--- config.mk ---
export PLATFORM = sky130hd
export DESIGN_NAME = switch_debouncer_flat
export DESIGN_NICKNAME = d
export VERILOG_FILES = /design/src/rtl/switch_debouncer_if.sv /design/src/rtl/switch_debouncer.sv /design/src/flat_wrapper.sv
export SDC_FILE = /design/constraint.sdc
export NUM_CORES = 1
export LEC_CHECK = 0
export ABC_AREA = 0
export CAP_MARGIN = 40
export CELL_PAD_IN_SITES_DETAIL_PLACEMENT = 1
export CELL_PAD_IN_SITES_GLOBAL_PLACEMENT = 1
export CORE_ASPECT_RATIO = 2
export CORE_UTILIZATION = 40
export DETAILED_ROUTE_END_ITERATION = 7
export PLACE_DENSITY_LB_ADDON = 0.1
export SYNTH_ARGS = -nofsm -noshare
export SYNTH_HDL_FRONTEND = slang
export SYNTH_SLANG_ARGS = --single-unit
--- constraint.sdc ---
create_clock -name clk -period 1.84 [get_ports clk]
set_input_delay 0.368 -clock clk [delete_from_list [all_inputs] [get_ports clk]]
set_output_delay 0.368 -clock clk [all_outputs]
set_load 0.05 [all_outputs]
--- src/rtl/switch_debouncer_if.sv ---
// Switch-side bundle for the two-channel debouncer: raw switches in,
// debounced levels, edge pulses and activity flag out.
interface switch_debouncer_if;
    logic sw0;
    logic sw1;
    logic sw0_db;
    logic sw1_db;
    logic sw0_rise;
    logic sw0_fall;
    logic sw1_rise;
    logic sw1_fall;
    logic busy;

    modport master (
        output sw0, sw1,
        input  sw0_db, sw1_db, sw0_rise, sw0_fall, sw1_rise, sw1_fall, busy
    );

    modport slave (
        input  sw0, sw1,
        output sw0_db, sw1_db, sw0_rise, sw0_fall, sw1_rise, sw1_fall, busy
    );
endinterface

--- src/rtl/switch_debouncer.sv ---
// Two independent switch debouncers: 2-flop synchronizer, saturating run
// counter against the debounced level, registered level and edge pulses.
module switch_debouncer #(
    parameter int DEBOUNCE_CYCLES = 500000,
    parameter int CNT_W           = 20
) (
    input  logic              clk,
    input  logic              rst_n,
    switch_debouncer_if.slave sw_io
);

    localparam logic [CNT_W-1:0] CNT_TC = CNT_W'(DEBOUNCE_CYCLES - 1);

    logic [1:0] sw_raw;
    logic [1:0] sync_w;
    logic [1:0] db_w;
    logic [1:0] rise_w;
    logic [1:0] fall_w;

    assign sw_raw = {sw_io.sw1, sw_io.sw0};

    for (genvar g = 0; g < 2; g++) begin : g_ch
        logic             meta_q;
        logic             sync_q;
        logic             db_q;
        logic             db_d;
        logic             rise_q;
        logic             fall_q;
        logic [CNT_W-1:0] cnt_q;
        logic [CNT_W-1:0] cnt_d;

        // Any cycle where the synchronized input agrees with the level
        // restarts the run; the counter therefore never passes CNT_TC.
        always_comb begin
            db_d  = db_q;
            cnt_d = '0;
            if (sync_q != db_q) begin
                if (cnt_q == CNT_TC) begin
                    db_d = sync_q;
                end else begin
                    cnt_d = cnt_q + CNT_W'(1);
                end
            end
        end

        always_ff @(posedge clk or negedge rst_n) begin
            if (!rst_n) begin
                meta_q <= 1'b0;
                sync_q <= 1'b0;
                db_q   <= 1'b0;
                cnt_q  <= '0;
                rise_q <= 1'b0;
                fall_q <= 1'b0;
            end else begin
                meta_q <= sw_raw[g];
                sync_q <= meta_q;
                db_q   <= db_d;
                cnt_q  <= cnt_d;
                rise_q <= db_d & ~db_q;
                fall_q <= ~db_d & db_q;
            end
        end

        assign sync_w[g] = sync_q;
        assign db_w[g]   = db_q;
        assign rise_w[g] = rise_q;
        assign fall_w[g] = fall_q;
    end

    assign sw_io.sw0_db   = db_w[0];
    assign sw_io.sw1_db   = db_w[1];
    assign sw_io.sw0_rise = rise_w[0];
    assign sw_io.sw0_fall = fall_w[0];
    assign sw_io.sw1_rise = rise_w[1];
    assign sw_io.sw1_fall = fall_w[1];
    // Built purely from flops so it carries no path from the raw switches.
    assign sw_io.busy     = |(sync_w ^ db_w);

endmodule

--- src/flat_wrapper.sv ---
// flat-port wrapper written by rule: the top's interface ports become plain ports
module switch_debouncer_flat 
#(
    parameter int DEBOUNCE_CYCLES = 500000,
    parameter int CNT_W           = 20
)
  (clk, rst_n, sw_io_sw0, sw_io_sw1, sw_io_sw0_db, sw_io_sw1_db, sw_io_sw0_rise, sw_io_sw0_fall, sw_io_sw1_rise, sw_io_sw1_fall, sw_io_busy);
  switch_debouncer_if sw_io_i ();
  input  logic clk;
  input  logic rst_n;
  input wire logic [$bits(sw_io_i.sw0)-1:0] sw_io_sw0;
  input wire logic [$bits(sw_io_i.sw1)-1:0] sw_io_sw1;
  output wire logic [$bits(sw_io_i.sw0_db)-1:0] sw_io_sw0_db;
  output wire logic [$bits(sw_io_i.sw1_db)-1:0] sw_io_sw1_db;
  output wire logic [$bits(sw_io_i.sw0_rise)-1:0] sw_io_sw0_rise;
  output wire logic [$bits(sw_io_i.sw0_fall)-1:0] sw_io_sw0_fall;
  output wire logic [$bits(sw_io_i.sw1_rise)-1:0] sw_io_sw1_rise;
  output wire logic [$bits(sw_io_i.sw1_fall)-1:0] sw_io_sw1_fall;
  output wire logic [$bits(sw_io_i.busy)-1:0] sw_io_busy;
  assign sw_io_i.sw0 = sw_io_sw0;
  assign sw_io_i.sw1 = sw_io_sw1;
  assign sw_io_sw0_db = sw_io_i.sw0_db;
  assign sw_io_sw1_db = sw_io_i.sw1_db;
  assign sw_io_sw0_rise = sw_io_i.sw0_rise;
  assign sw_io_sw0_fall = sw_io_i.sw0_fall;
  assign sw_io_sw1_rise = sw_io_i.sw1_rise;
  assign sw_io_sw1_fall = sw_io_i.sw1_fall;
  assign sw_io_busy = sw_io_i.busy;
  switch_debouncer #(.DEBOUNCE_CYCLES(DEBOUNCE_CYCLES), .CNT_W(CNT_W)) u_core (.clk(clk), .rst_n(rst_n), .sw_io(sw_io_i));
endmodule
# Word-level counts from Yosys, hierarchy flattened
# Index checks and enable logic that the tools add are counted.
# op_classes
add_sub_neg,2
bitwise_logic,9
n_eq_ne,4
mux,8
n_reduce_logical,1
# op_table
cell,n
2-to-1 mux 20 bit,4
"adder 20 x 1 -> 20 bit, second input constant",2
"equality test 20 x 19 -> 1 bit, second input constant",2
bitwise AND 1 bit,4
2-to-1 mux 1 bit,4
inverter 1 bit,4
!= test 1 bit,2
OR reduction 2 bit,1
XOR 2 bit,1
# totals
register_bits,50
inputBits,4

# Longest topological paths before layout
# Gate-level depths: netlist of run 1.
# logic_depth
ltp_word,5
depth_mapped,6
mapped_depth_nobuf,5

# Worst setup path before layout of run 1
# No wires, ideal clock.
# synth_timing
path_kind,register to register
startpoint,register u_core.g_ch[1].cnt_q[0]
endpoint,register u_core.g_ch[1].cnt_q[10]
path_slack_ns,0.219
setup_time_ns,0.121
path_stages_with_launch,7
period_less_slack_ns,1.621
t_required_ns,1.719
arrival_ns,1.500
path_buffers,1
cell_sequence,dfrtp_1 -> ha_1 -> nand3_2 -> or2_1 -> o21bai_4 -> buf_2 -> nor2_1
# synth_via
elab_chain_len,3
word_cells_on_any_way,4
cone_classes,1 x add/sub; 1 x eq/ne; 2 x mux
# synth_lines
element,line_no,rtl
"start, declared",switch_debouncer.sv:29,logic [CNT_W-1:0] cnt_q;
"start signal, assigned",switch_debouncer.sv:58,cnt_q <= cnt_d;
adder 20 x 1 -> 20 bit or equality test 20 x 19 -> 1 bit (tied branches),"switch_debouncer.sv:41, switch_debouncer.sv:38",
2-to-1 mux 20 bit (*),switch_debouncer.sv:38,if (cnt_q == CNT_TC) begin
2-to-1 mux 20 bit (*),switch_debouncer.sv:37,if (sync_q != db_q) begin
named net u_core.g_ch[1].cnt_d[10],switch_debouncer.sv:30,logic [CNT_W-1:0] cnt_d;
# Mark *: on every way through the listed nets, which the timed path passes. The rest lies on a longest branch.

# Worst setup path after layout of run 1
# layout_timing
startpoint,"register u_core.g_ch[1].fall_q, in the netlist u_core.sw_io.sw1_fall"
endpoint,output port sw_io_sw1_fall
# layout_lines
element,line_no,rtl
"start, declared",switch_debouncer.sv:28,logic fall_q;
"start signal, assigned",switch_debouncer.sv:60,fall_q <= ~db_d & db_q;
"end, declared",flat_wrapper.sv:18,output wire logic [$bits(sw_io_i.sw1_fall)-1:0] sw_io_sw1_fall;
# No word-level cell between the ends.

==> results of run 1 <==
## layout make-up
class,count,area [um2]
multi-input cells,176,1155
repair buffers,27,235.2
well taps,63,78.83
inverters,7,26.28
flip-flops and latches,50,1251
clock buffers,5,125.1
fillers,669,3040
clock inverters,3,43.79
## Yosys cell counts (2+ instances only)
| cell type | n | area, um2 |
|---|---|---|
| sky130_fd_sc_hd__a21oi_1 | 5 | 25.02 |
| sky130_fd_sc_hd__a31o_2 | 2 | 17.52 |
| sky130_fd_sc_hd__and3_1 | 2 | 12.51 |
| sky130_fd_sc_hd__and4_1 | 6 | 52.55 |
| sky130_fd_sc_hd__buf_2 | 6 | 30.03 |
| sky130_fd_sc_hd__dfrtp_1 | 50 | 1251 |
| sky130_fd_sc_hd__ha_1 | 2 | 25.02 |
| sky130_fd_sc_hd__inv_1 | 7 | 26.28 |
| sky130_fd_sc_hd__mux2_2 | 2 | 22.52 |
| sky130_fd_sc_hd__nand2_1 | 14 | 52.55 |
| sky130_fd_sc_hd__nand3_1 | 12 | 60.06 |
| sky130_fd_sc_hd__nand4_1 | 12 | 75.07 |
| sky130_fd_sc_hd__nor2_1 | 41 | 153.9 |
| sky130_fd_sc_hd__nor3_1 | 7 | 35.03 |
| sky130_fd_sc_hd__nor3b_1 | 2 | 15.01 |
| sky130_fd_sc_hd__nor3b_2 | 2 | 25.02 |
| sky130_fd_sc_hd__nor4_1 | 7 | 43.79 |
| sky130_fd_sc_hd__nor4_2 | 2 | 25.02 |
| sky130_fd_sc_hd__nor4b_1 | 6 | 52.55 |
| sky130_fd_sc_hd__o21ai_0 | 3 | 15.01 |
| sky130_fd_sc_hd__or3_1 | 3 | 18.77 |
| sky130_fd_sc_hd__or4b_1 | 2 | 20.02 |
| sky130_fd_sc_hd__xnor2_1 | 23 | 201.4 |
| sky130_fd_sc_hd__xor2_1 | 10 | 87.58 |
## path summary, 6_finish.rpt
path                                          start                       end  slack, ps  cells after the start
max                           u_core.sw_io.sw1_fall            sw_io_sw1_fall         50                      1
min                                           rst_n  u_core.g_ch[1].cnt_q[13]         40                      2
max reg2reg                u_core.g_ch[1].cnt_q[11]       u_core.sw_io.sw1_db        110                      4
min reg2reg                   u_core.g_ch[0].meta_q     u_core.g_ch[0].sync_q        350                      0
max in group asynchronous                     rst_n  u_core.g_ch[1].cnt_q[18]       1540                      2
min in group clk              u_core.g_ch[0].meta_q     u_core.g_ch[0].sync_q        350                      0
## through the flow
stage	utilization (%)	hold WS, ps	setup WS (ps)	std cells	area (um2)
6_report	48.95	37.58	51.15	331	2915
5_1_grt	48.95	72.45	10.85	331	2915
4_1_cts	48.63	63.09	30.61	330	2897
3_5_place_dp	45.80	340.3	68.75	322	2728
3_3_place_gp	45.80	333.0	158.4	322	2728
2_1_floorplan	-	72.41	219.2	240	2459
## flip-flops by register name, indices dropped and copies added (netlist names)
register	cells
u_core.sw_io.sw0_rise	1
u_core.sw_io.sw1_db	1
u_core.sw_io.sw0_db	1
u_core.sw_io.sw0_fall	1
u_core.g_ch.meta_q	2
u_core.g_ch.sync_q	2
u_core.sw_io.sw1_rise	1
u_core.sw_io.sw1_fall	1
u_core.g_ch.cnt_q	40
## power by group
part           switching [W]  total [W]  internal (W)
sequential         0.0000181    0.00113       0.00111
combinational      0.0000540  0.0000879     0.0000339
clock               0.000416    0.00106      0.000644
## logic make-up after synthesis
logic type	Yosys count
AND/OR/NAND/NOR	125
flip-flops	50
XOR/XNOR	33
buffers and inverters	14
AO/OA/AOI/OAI	13
multiplexers	3
adder cells (fa/ha/maj)	2
## routing by layer
| metal | vias to the layer above | routed length (um) | GRT usage [%] |
|---|---|---|---|
| met5 | - | 0 | 0 |
| met4 | 0 | 161 | 9.756 |
| met3 | 13 | 91 | 3.657 |
| met2 | 13 | 3515 | 39.38 |
| met1 | 970 | 2080 | 18.82 |
| li1 | 899 | - | - |
## timing repair
item,CTS,global route
resized for setup,0,2
buffers inserted,0,1
endpoints found under the setup margin,0,3
==> results.md, run 1 <==
Timing:
- The pin slew with the least headroom to its limit is 490.8 ps.
- For the final database, setup skew stands at 7.072 ps.
- The maximum operating frequency is approximately 0.56 GHz.
- The number of endpoints with negative hold slack in the final report is 0.
- Adding up every negative setup slack in the final design gives 0 ps.
- Setup repair after global routing left no endpoint under its margin.
- The minimum clock period is 1789 ps.
- The final max-slew violation count is 0.
- The final setup violation count is 0.
- The headroom to the max-slew limit is about two thirds.
- Of the available clock period, the critical path in the final layout requires a little over nine tenths.

Route:
- The overall via count from detail_route is between 1,500 and 2,000.
- The number of detailed-routing iterations run before antenna repair is 3.
- The routed length per placed instance is around 18 um.
- The count of nets left with antenna violations once routing finished came out at 0.
- The DRC violation total after the first TritonRoute iteration is 30.
- The wire length reported by the detailed router is approximately 5.8 mm.
- The number of vias per cell is between 5 and 6.
- In the routed design, unresolved DRC markers number 0.

Clock tree:
- In this run, CTS created clock tree buffers numbering 5.
- TritonCTS built the clock tree.
- The clock passes through at most 2 buffers.
- The number of sinks driven by the clock tree is 50.
- The source-to-sink clock delay at the later pin of the worst-skew pair is ~290 ps.
- CTS built an H-tree with a depth of 2.
- After clock tree synthesis, the clock-pin slew on the worst setup and hold paths is 70 ps.
- For this design, the CTS-stage hold fixing added 0 buffers.
- The cell chosen for the clock root is sky130_fd_sc_hd__clkbuf_16.

Floorplan:
- From bottom edge to top edge, the die measures between 100 and 150 um.
- The horizontal extent of the die is approximately 57 um.
- Once the floorplan was initialized, standard cells occupied between 40 and 50% of the core.
- In this run the count of I/O pins placed on the die edge is 11.
- After floorplanning, the core was sized to cover ~6000 um2.
- The die outline area is between 6000 and 7000 um2.
- After floorplanning, the core was divided into 40 placement rows.

Flow run:
- Max-cap violations in this run came to 0.

Run status:
- The flow ran to the end, and the final reports show no timing, DRC or antenna violations.

Placed design:
- During placement, the flow inserted port buffers numbering 10.
- The final estimated routing congestion in global placement is 0.7230.
- The detailed-placement wirelength estimate is between 4 and 5 mm.

Setup path:
- The signal on the critical path passes through clkdlybuf4s50_1.
- The endpoint arrival time on the critical path is 1420 ps.
- The worst path buffer plus inverter count is 1.
- The data required time at the worst endpoint is 1470 ps.
- The worst setup path is of the reg2out kind.
- The critical path capture point type is an output port.
- The critical-path maximum fanout is 1.
- The critical-path cell with the highest stage delay is sky130_fd_sc_hd__clkdlybuf4s50_1.
- The delay of the slowest cell on the worst path is approximately 800 ps.
- The cell class contributing the biggest share of worst-path delay is buffers and inverters.
- The sort of element at the start of the critical path is a flop.

Global routing:
- The wire length of the first global-routing pass is slightly below 10 mm.
- The pin count of the biggest net entering global routing is between 50 and 60.
- The number of antenna violations at the first check in global routing is 0.
- The overall routing resource usage is between 20% and 30%.
- The via count of the first global-routing pass is 2,030.
- The total overflow left after global routing is 0.

Synthesis:
- The largest family of logic cells by synthesized area is simple AND/OR/NAND/NOR gates.
- Summing the areas of all fa, ha and maj instances in the mapped netlist gives 1.018% of the synthesized area.
- The area fraction in and, or, nand and nor cells after synthesis is ~29%.
- The most common flop cell mapped by yosys is sky130_fd_sc_hd__dfrtp_1.
- The synthesized design contains 0 enable-type register cells.
- Each instance of the synthesized netlist takes up on average 10.24 um2.
- The compound-cell area share of the yosys netlist is 3.817%.
- The cell count after synthesis came out at 240.
- The number of nets produced by synthesis is 246.
- The fraction of synthesized cell area in xor and xnor cells is 11.76%.
- For this run, the number of Yosys warnings is 0.
- The number of synthesized register bits is 50.
- The portion of synthesized area spent on multiplexers is roughly 1.3%.
- The count of unique library cells instantiated by Yosys is 36.
- Of all flip-flops after synthesis, the portion carrying an async set or reset was 100.0%.
- Summing the sequential cell areas from Yosys gives about half of the chip area.
- Summing every instance area after synthesis gives between 2000 and 2500 um2.

Finish:
- The most common cell after layout, fill and taps aside is sky130_fd_sc_hd__dfrtp_1.
- In the layout the commonest cells are sky130_fd_sc_hd__dfrtp_1, sky130_fd_sc_hd__nor2_1, sky130_fd_sc_hd__xnor2_1.
- In the final layout, the share of cells above drive strength 1 is ~16%.
- The number of nets at the end of the flow is 273.
- The area growth from synthesis to layout is 18.58%.
- The number of inserted diodes is 0.

Power and ir drop:
- Power spread over the standard cell area amounts to ~780 nW/um2.
- The post-layout total power is ~0.0023 W.
- The reported leakage power is 1.183 nW.
- VDD sags by at most about 0.51 mV.

Worst hold path:
- The worst hold path class is in2async.
(Power assumes the default switching activity.)
==> inputs of run 2 (changes only) <==
--- a/config.mk
+++ b/config.mk
@@ -6,6 +6,7 @@
 export NUM_CORES = 1
 export LEC_CHECK = 0
 export ABC_AREA = 0
+export ABC_CLOCK_PERIOD_IN_PS = 1840
 export CAP_MARGIN = 40
 export CELL_PAD_IN_SITES_DETAIL_PLACEMENT = 1
 export CELL_PAD_IN_SITES_GLOBAL_PLACEMENT = 1
==> results of run 2 <==
The final DEF is identical to that of run 1; final timing and power are the same.
==> inputs of run 3 (changes only) <==
--- a/config.mk
+++ b/config.mk
@@ -11,7 +11,7 @@
 export CELL_PAD_IN_SITES_DETAIL_PLACEMENT = 1
 export CELL_PAD_IN_SITES_GLOBAL_PLACEMENT = 1
 export CORE_ASPECT_RATIO = 2
-export CORE_UTILIZATION = 40
+export CORE_UTILIZATION = 47
 export DETAILED_ROUTE_END_ITERATION = 7
 export PLACE_DENSITY_LB_ADDON = 0.1
 export SYNTH_ARGS = -nofsm -noshare
==> run 3 against run 2 <==
Sequential power barely moved. Non-clock buffer count fell by 2. Clock-buffer cell count rose by 2. Design area fell by 2.8%. Register-to-register slack barely moved. Wire length fell by 0.63%. Core utilization rose by 8.2 points. Global-route usage rose by 4.3 points. Die area fell by 15%. Maximum frequency rose by 2.8%. Via count fell by 0.58%. Critical path depth rose by 3. Highest routed layer unchanged.
==> results.md, run 3 (synthesized netlist as in run 1, its figures left out) <==
Global routing:
- For this run, the total global-route usage over all layers was measured as 24.37%.
- The first global-routing pass estimated 9.708 mm of wire.
- The number of antenna violations at the first check in global routing is 0.
- The via count of the first global-routing pass is a little over 2,000.
- The final global-route overflow total is 0.
- Entering global routing, the biggest net connects 35 pins.

Clock tree:
- The number of buffers on the longest clock path is 2.
- In this run, CTS created clock tree buffers numbering 5.
- Clock tree synthesis found a total of 50 sinks.
- The cell chosen for the clock root is sky130_fd_sc_hd__clkbuf_8.
- The clock-pin transition on the worst setup and hold timing paths is ~90 ps.
- The later pin in the worst-skew pair is clocked with a latency of 310 ps.
- The TritonCTS clock tree is yes.
- The H-tree was split into 2 levels.

Setup path:
- The endpoint of the lowest-slack register-to-register path is u_core.g_ch[0].cnt_q[1].
- In this run the worst path has a maximum fanout of 6.
- STA puts the critical path data required time at just over 2000 ps.
- The most critical setup path has its endpoint at u_core.g_ch[0].cnt_q[1].
- The critical path startpoint is u_core.g_ch[0].cnt_q[11].
- The critical path capture point type is a flop.
- The category of the critical setup timing path is reg2reg.
- Data arrives at the worst endpoint at around 2000 ps.
- The sort of element at the start of the critical path is a flop.
- The launching point of the worst reg2reg path is u_core.g_ch[0].cnt_q[11].
- Measured in cells, the most critical reg-to-reg path has a length of 4.
- The worst setup slack for register-to-register paths is approximately 100 ps.

Route:
- Dividing the detail-routed via count by the number of cells gives about 6.
- The number of routed nets with antenna violations is 0.
- The DRC violation total after the first TritonRoute iteration is 30.
- The overall via count from detail_route is between 1,500 and 2,000.
- The routed length per placed instance is between 15 and 20 um.
- The total DRC errors in the routed layout is 0.
- The first TritonRoute pass finished after 4 iterations.
- The wire length reported by the detailed router is between 5 and 6 mm.

Finish:
- The number of antenna diodes in the final layout is 0.
- The top cell types in the final layout, fill and taps aside, are sky130_fd_sc_hd__dfrtp_1, sky130_fd_sc_hd__nor2_1, sky130_fd_sc_hd__xnor2_1.
- The most common cell after layout, fill and taps aside is sky130_fd_sc_hd__dfrtp_1.
- The number of flip-flops in the largest register is 40.
- Cells with a size suffix above 1 make up approximately 16% of the layout.
- The largest registers in the layout are u_core.g_ch.cnt_q: 40 flops, u_core.g_ch.meta_q: 2 flops, u_core.g_ch.sync_q: 2 flops.
- Counting flops per register, the top entry is u_core.g_ch.cnt_q.
- After filler insertion, the fill cell instance count of the layout stands at 571.
- The final layout contains 271 nets.
- The area added between synthesis and finish is 15.22%.

Run status:
- The flow ran to the end, and the final reports show no timing, DRC or antenna violations.

Floorplan:
- The floorplan step set the die height to 104.3 um.
- Measured along the x axis, the die boundary spans about 53 um.
- The boundary pin count is 11.
- The effective utilization at floorplan is about half.
- In this run the core area contains 36 standard-cell rows.
- The die outline area is 5542 um2.
- The core outline area is between 4000 and 5000 um2.

Timing:
- Derived from the worst setup path, the maximum achievable clock frequency is about 0.57 GHz.
- Setup repair after global routing left no endpoint under its margin.
- Across all setup checks in the final design, the least slack found is approximately 100 ps.
- The number of endpoints with negative hold slack in the final report is 0.
- The final max-slew violation count is 0.
- Headroom to the max-slew limit came out at a little under three quarters.
- The pin slew with the least headroom to its limit is 431.0 ps.
- The final setup violation count is 0.
- The clock arrives with around 7.7 ps of skew.
- The minimum clock period is 1740 ps.
- The total negative slack is 0 ps.
- The final clock period utilization by the worst path is a little over nine tenths.

Power and ir drop:
- In this run, flip-flops and latches consume between 50% and 60% of the power.
- Combinational logic burns around 4.7% of the power.
- The fraction of power consumed by the clock network is 38.6%.
- The worst vdd rail ir drop is approximately 0.56 mV.
- The reported leakage power is between 1 and 1.5 nW.
- The total internal power is roughly 0.0016 W.
- For this design the ratio of total power to cell area is 704.1 nW/um2.
- The total net switching power is between 0.0004 and 0.0005 W.
- The switching share of total power is 21.96%.

Placed design:
- Prior to clock tree synthesis, the placed netlist has a worst setup slack of approximately 63 ps.
- Routability-driven placement finished with a final weighted congestion of 0.7438.
- Detailed placement finished with a half-perimeter wire length of between 4 and 5 mm.
- The count of buffers added on input and output ports is 10.

Flow run:
- Max-cap violations in this run came to 0.

Worst hold path:
- The number of cells on the worst hold path is 0.
- The worst hold path belongs to the class reg2reg.
[run 3: cell types whose count changed in the layout (fill, tap and decap cells not counted), sizes merged]
cell / delta
inv: -1
clkdlybuf4s50: -2
buf: -1
clkbuf: +2
clkinv: -1
dlygate4sd3: +1
[run 3: power groups by stage]
stage          Sequential [W]  Clock [W]  Combinational, W
3_5_place_dp          0.00115          0         0.0000948
6_report              0.00113   0.000770         0.0000940
4_1_cts               0.00113   0.000798         0.0000972
2_1_floorplan         0.00115          0         0.0000414
3_3_place_gp          0.00115          0         0.0000933
5_1_grt               0.00113   0.000840          0.000106
[run 3: metrics by stage]
| stage | utilization (%) | instances | hold WS, ps | power, W | instance area (um2) |
|---|---|---|---|---|---|
| finish | 57.17 | 323 | 354.4 | 0.001994 | 2833 |
| global route | 57.17 | 323 | 366.2 | 0.002078 | 2833 |
| CTS | 56.69 | 322 | 349.7 | 0.002025 | 2809 |
| detailed placement | 54.34 | 313 | 323.1 | 0.001246 | 2693 |
| global placement | 54.34 | 313 | 320.9 | 0.001243 | 2693 |
| floorplan | - | 240 | 72.41 | 0.001188 | 2459 |
[run 3: worst min path at each step]
stage                                from                       to  slack, ps
floorplan                           rst_n  u_core.g_ch[0].cnt_q[0]         70
global placement                    rst_n    u_core.sw_io.sw0_fall        320
detailed placement                  rst_n    u_core.sw_io.sw0_fall        320
CTS                 u_core.g_ch[1].meta_q    u_core.g_ch[1].sync_q        350
global route        u_core.g_ch[1].meta_q    u_core.g_ch[1].sync_q        370
finish              u_core.g_ch[1].meta_q    u_core.g_ch[1].sync_q        350
[run 3: timing repair]
item,in CTS,in global routing
setup buffers,0,1
endpoints found under the setup margin,0,5
hold buffers,1,0
endpoints found under the hold margin,16,0
gates resized for setup,0,3
[run 3: critical path, stage by stage (launching register included)]
cell and delay [ps]:
sky130_fd_sc_hd__dfrtp_1 470, sky130_fd_sc_hd__nor4_1 310, sky130_fd_sc_hd__nand4_1 220, sky130_fd_sc_hd__or3_4 450
sky130_fd_sc_hd__and3_1 190
[run 3: layout make-up]
cell class	instances	area, um2	share of cell area (%)
inverter	7	26.28	0.9276
clock inverter	1	30.03	1.060
multi-input combinational	176	1160	40.95
clock buffer	7	76.32	2.694
timing repair buffer	25	217.7	7.686
tap	57	71.32	2.518
sequential	50	1251	44.17
[run 3: routing by layer]
metal  wire length (um)  vias to the layer above  part of all wire, %  global-route usage [%]
met5                  0                        -                    0                       0
met4                186                        0                  3.2                   11.84
met1               1997                      954                   34                   22.55
li1                   -                      889                    -                       -
met2               3508                       27                   60                   46.02
met3                118                       14                  2.0                   5.117
